===== src/rtl/wash_pkg.sv =====
// wash_pkg: shared state encodings, error codes and helpers for the washing-machine controller.
package wash_pkg;

    typedef enum logic [3:0] {
        S_IDLE  = 4'd0,
        S_FILL  = 4'd1,
        S_WASH  = 4'd2,
        S_RINSE = 4'd3,
        S_DRAIN = 4'd4,
        S_SPIN  = 4'd5,
        S_DONE  = 4'd6,
        S_PAUSE = 4'd7,
        S_ERROR = 4'd8
    } state_t;

    localparam logic [1:0] E_NONE  = 2'd0;
    localparam logic [1:0] E_DOOR  = 2'd1;
    localparam logic [1:0] E_FILL  = 2'd2;
    localparam logic [1:0] E_DRAIN = 2'd3;

    // Phases that a door opening suspends instead of aborting.
    function automatic logic is_pausable(input state_t s);
        return s == S_FILL || s == S_WASH || s == S_RINSE || s == S_DRAIN;
    endfunction

endpackage


===== src/rtl/wash_ctrl_param_timer.sv =====
// phase_timer: saturating up-counter used to time each washing phase.
//   clk, rst : clock and async active-high reset
//   clr      : synchronous clear (wins over en)
//   en       : count enable
//   cnt      : elapsed count, sticks at all-ones
module phase_timer #(
    parameter int TIMER_W = 16
) (
    input  logic               clk,
    input  logic               rst,
    input  logic               clr,
    input  logic               en,
    output logic [TIMER_W-1:0] cnt
);

    always_ff @(posedge clk or posedge rst)
        if (rst)
            cnt <= '0;
        else if (clr)
            cnt <= '0;
        else if (en && cnt != '1)
            cnt <= cnt + TIMER_W'(1);

endmodule


===== src/rtl/wash_ctrl_param.sv =====
// wash_ctrl_param: washing-machine sequencer with internal phase timing, rinse passes,
// door pause/resume and fill/drain timeouts.
//   clk, rst                     : clock, async active-high reset
//   start, door_closed           : front panel / door latch
//   water_level, water_empty     : drum sensors
//   state                        : current state encoding
//   motor_on, water_valve,
//   drain_valve, buzzer          : actuators, Moore decode of state
//   rinse_idx                    : rinse passes completed
//   timer                        : elapsed clocks in current phase
//   error_code                   : 0 none, 1 door, 2 fill timeout, 3 drain timeout
module wash_ctrl_param
    import wash_pkg::*;
#(
    parameter int TIMER_W       = 16,
    parameter int WASH_CYCLES   = 500,
    parameter int RINSE_CYCLES  = 300,
    parameter int SPIN_CYCLES   = 400,
    parameter int FILL_TIMEOUT  = 1000,
    parameter int DRAIN_TIMEOUT = 800,
    parameter int NUM_RINSE     = 2
) (
    input  logic               clk,
    input  logic               rst,
    input  logic               start,
    input  logic               door_closed,
    input  logic               water_level,
    input  logic               water_empty,
    output logic [3:0]         state,
    output logic               motor_on,
    output logic               water_valve,
    output logic               drain_valve,
    output logic               buzzer,
    output logic [2:0]         rinse_idx,
    output logic [TIMER_W-1:0] timer,
    output logic [1:0]         error_code
);

    localparam logic [TIMER_W-1:0] WASH_END  = TIMER_W'(WASH_CYCLES - 1);
    localparam logic [TIMER_W-1:0] RINSE_END = TIMER_W'(RINSE_CYCLES - 1);
    localparam logic [TIMER_W-1:0] SPIN_END  = TIMER_W'(SPIN_CYCLES - 1);
    localparam logic [TIMER_W-1:0] FILL_END  = TIMER_W'(FILL_TIMEOUT - 1);
    localparam logic [TIMER_W-1:0] DRAIN_END = TIMER_W'(DRAIN_TIMEOUT - 1);

    state_t       cur, nxt, saved;
    logic [2:0]   ri_nxt;
    logic [1:0]   err_nxt;
    logic         washed, washed_nxt;
    logic         clr, en;

    always_ff @(posedge clk or posedge rst)
        if (rst) begin
            cur        <= S_IDLE;
            saved      <= S_IDLE;
            rinse_idx  <= '0;
            error_code <= E_NONE;
            washed     <= 1'b0;
        end else begin
            cur        <= nxt;
            rinse_idx  <= ri_nxt;
            error_code <= err_nxt;
            washed     <= washed_nxt;
            if (nxt == S_PAUSE && cur != S_PAUSE)
                saved <= cur;
        end

    // Door checks come first in every branch so they beat completion and timeout;
    // sensor checks precede timeouts so a same-cycle answer still wins.
    always_comb begin
        nxt        = cur;
        ri_nxt     = rinse_idx;
        err_nxt    = error_code;
        washed_nxt = washed;
        case (cur)
            S_IDLE:
                if (start && door_closed) begin
                    nxt        = S_FILL;
                    ri_nxt     = '0;
                    err_nxt    = E_NONE;
                    washed_nxt = 1'b0;
                end else if (start) begin
                    nxt     = S_ERROR;
                    err_nxt = E_DOOR;
                end
            S_FILL:
                if (!door_closed)
                    nxt = S_PAUSE;
                else if (water_level)
                    nxt = washed ? S_RINSE : S_WASH;
                else if (timer == FILL_END) begin
                    nxt     = S_ERROR;
                    err_nxt = E_FILL;
                end
            S_WASH:
                if (!door_closed)
                    nxt = S_PAUSE;
                else if (timer == WASH_END) begin
                    nxt        = S_DRAIN;
                    washed_nxt = 1'b1;
                end
            S_RINSE:
                if (!door_closed)
                    nxt = S_PAUSE;
                else if (timer == RINSE_END)
                    nxt = S_DRAIN;
            S_DRAIN:
                if (!door_closed)
                    nxt = S_PAUSE;
                else if (water_empty) begin
                    nxt    = rinse_idx < 3'(NUM_RINSE) ? S_FILL : S_SPIN;
                    ri_nxt = rinse_idx < 3'(NUM_RINSE) ? rinse_idx + 3'd1 : rinse_idx;
                end else if (timer == DRAIN_END) begin
                    nxt     = S_ERROR;
                    err_nxt = E_DRAIN;
                end
            S_SPIN:
                if (!door_closed) begin
                    nxt     = S_ERROR;
                    err_nxt = E_DOOR;
                end else if (timer == SPIN_END)
                    nxt = S_DONE;
            S_PAUSE:
                nxt = door_closed && start ? saved : S_PAUSE;
            S_DONE, S_ERROR:
                nxt = start ? cur : S_IDLE;
            default:
                nxt = S_IDLE;
        endcase
    end

    // Entering or leaving PAUSE keeps the count so the phase resumes where it stopped.
    assign clr = nxt != cur && nxt != S_PAUSE && cur != S_PAUSE;
    assign en  = is_pausable(cur) || cur == S_SPIN;

    phase_timer #(.TIMER_W(TIMER_W)) u_timer (
        .clk (clk),
        .rst (rst),
        .clr (clr),
        .en  (en),
        .cnt (timer)
    );

    assign state       = cur;
    assign motor_on    = cur == S_WASH || cur == S_RINSE || cur == S_SPIN;
    assign water_valve = cur == S_FILL;
    assign drain_valve = cur == S_DRAIN || cur == S_SPIN;
    assign buzzer      = cur == S_DONE || cur == S_ERROR;

endmodule


===== config.mk =====
export PLATFORM = sky130hd
export DESIGN_NAME = wash_ctrl_param
export DESIGN_NICKNAME = d
export VERILOG_FILES = /design/src/rtl/wash_pkg.sv /design/src/rtl/wash_ctrl_param_timer.sv /design/src/rtl/wash_ctrl_param.sv
export SDC_FILE = /design/constraint.sdc
export NUM_CORES = 1
export LEC_CHECK = 0
export BUFFER_PORTS_ARGS = -buffer_cell sky130_fd_sc_hd__buf_2
export CORE_MARGIN = 1.5
export CORE_UTILIZATION = 30
export DETAILED_ROUTE_END_ITERATION = 10
export GPL_TIMING_DRIVEN = 1
export SYNTH_ARGS = -nofsm -noshare
export SYNTH_HDL_FRONTEND = slang
export SYNTH_SLANG_ARGS = --single-unit

===== constraint.sdc =====
create_clock -name clk -period 2.5 [get_ports clk]
set_clock_uncertainty 0.05 [all_clocks]
set_input_delay 0 -clock clk [delete_from_list [all_inputs] [get_ports clk]]
set_output_delay 0 -clock clk [all_outputs]
set_load 0.01 [all_outputs]

## Word-level counts from Yosys, hierarchy flattened

Cells that the tools add are included.

- Reduce and logical (&&, ||, !) cells: 22
- Eq/ne operators: 31
- Order comparisons: 1
- Mux-type cells: 40
- $add $sub $neg: 2

Operators with widths:

| operator | number |
|---|---|
| 4-bit 2-to-1 mux | 16 |
| 16-bit by 9-bit == test with 1-bit output (second input constant) | 3 |
| 16-bit by 10-bit == test with 1-bit output (second input constant) | 2 |
| 16-bit 2-to-1 mux | 2 |
| 4-bit one-hot mux with 8 select lines | 1 |
| 2-bit inequality test (second input constant) | 11 |
| 4-bit by 3-bit == test with 1-bit output (second input constant) | 5 |
| 2-bit 2-to-1 mux | 9 |
| 16-bit by 1-bit adder with 16-bit output (second input constant) | 1 |
| 16-bit inequality test (second input constant) | 1 |
| 3-bit 2-to-1 mux | 5 |
| 9-bit AND reduction | 1 |
| 4-bit by 2-bit == test with 1-bit output (second input constant) | 2 |
| 1-bit logical OR | 8 |
| 4-bit by 3-bit inequality test with 1-bit output (second input constant) | 2 |
| 2-bit one-hot mux with 4 select lines | 1 |
| 3-bit one-hot mux with 2 select lines | 1 |
| 2-bit nonzero test | 3 |
| 1-bit logical AND | 5 |
| 5-bit AND reduction | 1 |
| 4-bit by 1-bit == test with 1-bit output (second input constant) | 1 |
| 4-bit == test (second input constant) | 1 |
| 4-bit logical NOT | 1 |
| 1-bit 2-to-1 mux | 4 |
| other kinds (9) | 9 |

- Input bits: 6
- Register bits: 30
- Logic and storage cells: 102
- Output and inout bits: 29

## Depth between registers and ports, before layout

- Word-level depth: 9
- Mapped depth: 11
- Mapped depth without buffers: 8

## By module

From an unflattened synthesis, not the netlist that was laid out.

- Cell total of the unflattened synthesis: 262
- Area, all modules: 2,200.9 um^2

By module, submodules not included:

| module | area each (um^2) | cells each | instances | seq. area each (um^2) |
|---|---|---|---|---|
| wash_ctrl_param | 1,268.7 | 161 | 1 | 350.3 |
| phase_timer | 932.1 | 101 | 1 | 400.4 |

## Worst setup path after synthesis

Ideal clock, no wire load.

- Path kind: register to register
- Start: reg u_timer.cnt[0]
- End: reg u_timer.cnt[5]
- Clock period less this slack: 2.809 ns
- Buffers on the path: 2
- Library setup time: 0.073 ns
- Data arrival time: 2.686 ns
- Cell stages (with the launch flop): 11
- Required time: 2.377 ns
- Slack: -0.309 ns
- Cell sequence: dfrtp_1 -> ha_1 -> or4b_4 -> nand3b_1 -> o21ai_0 -> nand3_1 -> mux2i_1 -> or4b_1 -> buf_6 -> buf_12 -> a21oi_2

- Word-level cells in the longest chain between the ends: 9
- Elaborated cells between the ends (all ways): 28
- Those cells by class: add/sub (1); eq/ne (8); mux (15); reduce/logical (4)

Ends and longest elaborated chain:

| item | RTL line | RTL |
|---|---|---|
| start, declared | wash_ctrl_param_timer.sv:13 | `output logic [TIMER_W-1:0] cnt` |
| start signal, assigned | wash_ctrl_param_timer.sv:22 | `cnt <= cnt + TIMER_W'(1);` |
| 16-bit by 10-bit == test with 1-bit output (on tied branches) | wash_ctrl_param.sv:112, wash_ctrl_param.sv:90 |  |
| 4-bit 2-to-1 mux (on tied branches) | wash_ctrl_param.sv:112, wash_ctrl_param.sv:90 |  |
| 4-bit 2-to-1 mux (on tied branches) | wash_ctrl_param.sv:109, wash_ctrl_param.sv:88 |  |
| 4-bit 2-to-1 mux (on tied branches) | wash_ctrl_param.sv:107, wash_ctrl_param.sv:86 |  |
| 4-bit one-hot mux with 8 select lines | wash_ctrl_param.sv:74 | `case (cur)` |
| 4-bit inequality test or 4-bit by 3-bit inequality test with 1-bit output (tied branches) | wash_ctrl_param.sv:132 | `assign clr = nxt != cur && nxt != S_PAUSE && cur != S_PAUSE;` |
| 1-bit logical AND (2 in a row) | wash_ctrl_param.sv:132 |  |
| 16-bit 2-to-1 mux or 2-bit nonzero test (tied branches) | -- |  |

Parallel ways exist; a longest one is shown, timed or not. The select of a mux whose other input is x is not followed.
A chain may end at the register's enable or synchronous reset.

## Worst setup path in the final report

- Start: reg cur[1], in the netlist state[1]
- End: reg u_timer.cnt[0]

- Word-level cells in the longest chain between the ends: 8
- Elaborated cells between the ends (all ways): 38
- Those cells by class: eq/ne (11); mux (17); reduce/logical (10)

Ends and longest elaborated chain:

| item | RTL line | RTL |
|---|---|---|
| start, declared | wash_ctrl_param.sv:45 | `state_t cur, nxt, saved;` |
| start signal, assigned | wash_ctrl_param.sv:59 | `cur <= nxt;` |
| 4-bit 2-to-1 mux (on tied branches) | wash_ctrl_param.sv:112, wash_ctrl_param.sv:90 |  |
| 4-bit 2-to-1 mux (on tied branches) | wash_ctrl_param.sv:109, wash_ctrl_param.sv:88 |  |
| 4-bit 2-to-1 mux (on tied branches) | wash_ctrl_param.sv:107, wash_ctrl_param.sv:86 |  |
| 4-bit one-hot mux with 8 select lines | wash_ctrl_param.sv:74 |  |
| 4-bit inequality test or 4-bit by 3-bit inequality test with 1-bit output (tied branches) | wash_ctrl_param.sv:132 |  |
| 1-bit logical AND (2 in a row) | wash_ctrl_param.sv:132 |  |
| 16-bit 2-to-1 mux or 2-bit nonzero test (tied branches) | -- |  |

Parallel ways exist; a longest one is shown, timed or not.

==> impl_metrics.csv <==
group,metric,value,unit
floorplan,rows,31,
sta,rsz0062_at_grt,"true",
setup_path,reg2reg_slack,-0.17,ns
grt,grt_pass1_vias,2279,
pwr,p_int,2.012,mW
setup_path,r2r_start,"state[1]",
clocking,cts_root_buffer,"clkbuf_8",
min_path,holdPathEnd,"washed",
cells_and_area,final_cell_mix,"buf_4 (66), buf_2 (34), dfrtp_1 (26)",
cells_and_area,finalInstanceArea,0.003242,mm²
setup_path,r2r-end,"u_timer.cnt[0]",
sta,worst_slew_pin_slew,0.7201,ns
place,post-place-ws,-0.1693,ns
cells_and_area,final_common_cell,"buf_4",
grt,antenna_found_initial,0,
setup_path,path_max_fanout,8,
detailed_routing,drtIter0Drc,112,
cells_and_area,utilization,44.70,%
place,placed_area,0.002947,mm²
logic_synthesis,yosys_warnings,0,
grt,overflow,0,
sta,period_needed,2.671,ns
detailed_routing,via_per_inst,5.083,
sta,fmax,374.4,MHz
logic_synthesis,ys.flop_type,"dfrtp_1",
sta,finalSetupViolations,18,
pwr,p_clk_share,13.5,%
cells_and_area,fill_cells,728,
cells_and_area,area_growth_syn_to_layout,44.43,%
floorplan,die_h,89.50,µm
sta,hold_violations,0,
pwr,p_total,3.486,mW
pwr,switchingPower,1.474,mW
clocking,htreeDepth,2,
sta,layout_setup_ws,-0.1711,ns
detailed_routing,wirelength,6.713,mm
floorplan,fp.coreArea,0.007253,mm²
floorplan,io_pins,35,
clocking,cts_tree,"yes",
setup_path,crit_required,2.66,ns
floorplan,initial_utilization,30.95,%
logic_synthesis,netlist_instances,253,
place,place_inst,432,
min_path,holdPathStages,4,
logic_synthesis,synth_edf_count,0,
setup_path,startpoint_type,"register",
place,routabilityCongestion,0.8568,
outcome,status,"complete, but fails checks",
clocking,ctsLongestPathBuffers,2,
pwr,p_leak,1.474,nW
clocking,clk_latency,0.28,ns
place,io_buffers,34,
detailed_routing,drc,0,
floorplan,dieArea,0.008010,mm²
setup_path,ff2ff_path_depth,9,
detailed_routing,drt_first_pass_iters,5,
logic_synthesis,ys_async_sr_fraction,100.0,%
pwr,switching_share,42.30,%
setup_path,critPathArrivalTime,2.83,ns
place,hpwl,4.960,mm
clocking,clk_pin_slew,0.07,ns
outcome,violations,"setup timing",
detailed_routing,dr_total_vias,2262,
pwr,p_comb_share,66.1,%
logic_synthesis,ys_ff_latch,30,
pwr,p_per_area,1075,mW/mm²
grt,grt_usage,18.11,%
logic_synthesis,syn_nets,262,
cells_and_area,final_layout_size_suffix_gt1_share,45.95,%
grt,grt_first_pass_wirelength,11.15,mm
detailed_routing,wire_per_inst,15.09,µm
detailed_routing,drt.antenna.violating_nets,0,
min_path,min_from,"door_closed",
setup_path,cp-end-kind,"register",
setup_path,critPathKind,"reg2reg",
floorplan,die_w,89.50,µm
clocking,cts_inserted_buffers,5,
logic_synthesis,ys_seq_area_share,33.44,%
logic_synthesis,avgSynthCellArea,8.872,µm²
grt,grt_max_degree,31,
logic_synthesis,syn_area,0.002245,mm²
cells_and_area,finalNonFillerCells,445,
cells_and_area,finalNetCount,354,
sta,final_max_slew_viol_count,0,
sta,min_period_over_period,106.8,%
clocking,clock_sinks,30,
job,max_cap_violations,0,
logic_synthesis,ys_types,63,
min_path,holdCritPathClass,"in2reg",
sta,slew_headroom,51.55,%
pwr,vdd_drop_max,677.3,µV
cells_and_area,num_antenna_cells,0,
pwr,seqPwrFrac,20.4,%
==> layer usage <==
layer / GRT usage [%] / vias up / share of wire, %
met3: 3.139 / 5 / 3.3
met1: 23.74 / 1083 / 47
li1: - / 1120 / -
met5: 0 / - / 0
met4: 2.797 / 0 / 0.61
met2: 31.78 / 54 / 49
==> cells in the mapped netlist, types with 2 or more instances <==
cell type | number | area, µm²
and2_1 | 6 | 37.54
or4_1 | 4 | 30.03
or3_1 | 2 | 12.51
nand3_1 | 14 | 70.07
o22a_1 | 2 | 17.52
nor3_1 | 10 | 50.05
o22ai_1 | 2 | 12.51
buf_6 | 4 | 45.04
nor4_2 | 2 | 25.02
nor2_1 | 15 | 56.30
o21ai_0 | 6 | 30.03
a31oi_1 | 2 | 12.51
nor4_1 | 2 | 12.51
ha_1 | 3 | 37.54
nand2b_1 | 3 | 18.77
or4b_1 | 3 | 30.03
xor2_1 | 11 | 96.34
xnor2_1 | 4 | 35.03
or4b_4 | 2 | 27.53
clkbuf_1 | 8 | 30.03
a21oi_1 | 17 | 85.08
dfrtp_1 | 30 | 750.7
and4_2 | 2 | 20.02
nor2b_1 | 8 | 50.05
a2bb2oi_1 | 2 | 17.52
nand2_1 | 13 | 48.80
o21bai_1 | 2 | 15.01
o31ai_1 | 2 | 15.01
mux2i_1 | 3 | 30.03
and4b_1 | 3 | 30.03
nand4_1 | 10 | 62.56
buf_2 | 4 | 20.02
nand3b_1 | 4 | 30.03
and4_1 | 2 | 17.52
or2_2 | 2 | 12.51
inv_1 | 8 | 30.03
a21oi_2 | 10 | 87.58
==> cell type report <==
| cell class | count | area, µm² | area share (%) |
|---|---|---|---|
| flip-flops and latches | 30 | 755.7 | 23.31 |
| well taps | 99 | 123.9 | 3.821 |
| multi-input cells | 196 | 1479 | 45.62 |
| repair buffers | 104 | 743.2 | 22.93 |
| clock buffers | 8 | 110.1 | 3.396 |
| inverters | 8 | 30.03 | 0.9263 |
==> per-stage QoR <==
step	TNS, ns	hold WS [ns]
3_5_place_dp	-2.618	0.06483
5_1_grt	-4.110	0.1805
2_1_floorplan	-1.704	0.04053
4_1_cts	-2.313	0.1404
6_report	-2.543	0.1473
3_3_place_gp	-2.426	0.05537
==> flip-flops by register name, summed over array words and instances (netlist names) <==
signal / count
rinse_idx: 3
saved: 4
error_code: 2
state: 4
washed: 1
u_timer.cnt: 16
==> worst max-delay path, stage by stage, from the launching register on <==
cell and delay (ns):
dfrtp_1 0.44, buf_4 0.18, or3b_2 0.45, a21oi_1 0.31, a2bb2oi_2 0.12, nand2_1 0.08
mux2i_1 0.06, or4b_4 0.60, buf_12 0.18, a21oi_2 0.12
==> power groups by stage <==
stage          Clock [mW]  Sequential, mW  Combinational [mW]
3_5_place_dp            0           0.717                1.93
6_report            0.470           0.712                2.30
5_1_grt             0.510           0.726                2.50
2_1_floorplan           0           0.734                1.21
4_1_cts             0.481           0.708                2.16
3_3_place_gp            0           0.714                1.91
==> logic make-up after synthesis <==
family | count (synthesis) | share of synthesized area [%]
AOI/OAI and AO/OA | 58 | 18.01
muxes | 3 | 1.338
DFF | 30 | 33.44
xor gates and xnor gates | 15 | 5.853
adders and majority gates | 3 | 1.672
and+or+nand+nor | 117 | 32.72
buffers and inverters | 27 | 6.968
==> how the worst max path moves through the flow <==
stage	from	to	slack (ns)	cells after the start
final	state[1]	u_timer.cnt[0]	-0.17	9
after global routing	u_timer.cnt[1]	u_timer.cnt[7]	-0.24	10
after CTS	u_timer.cnt[1]	u_timer.cnt[12]	-0.14	9
after detailed placement	u_timer.cnt[7]	u_timer.cnt[15]	-0.17	8
after global placement	u_timer.cnt[10]	u_timer.cnt[9]	-0.15	8
after floorplan	u_timer.cnt[7]	u_timer.cnt[1]	-0.16	9
==> timing repair <==
item / in CTS / in global routing
hold buffers: 1 / 0
setup endpoints to repair: 20 / 20
hold endpoints to repair: 30 / 0
pin swaps: 3 / 2
buffers inserted: 1 / 2
cloned: 1 / 0
resized for setup: 10 / 18
No activity file was read; power rests on OpenSTA's default activity.
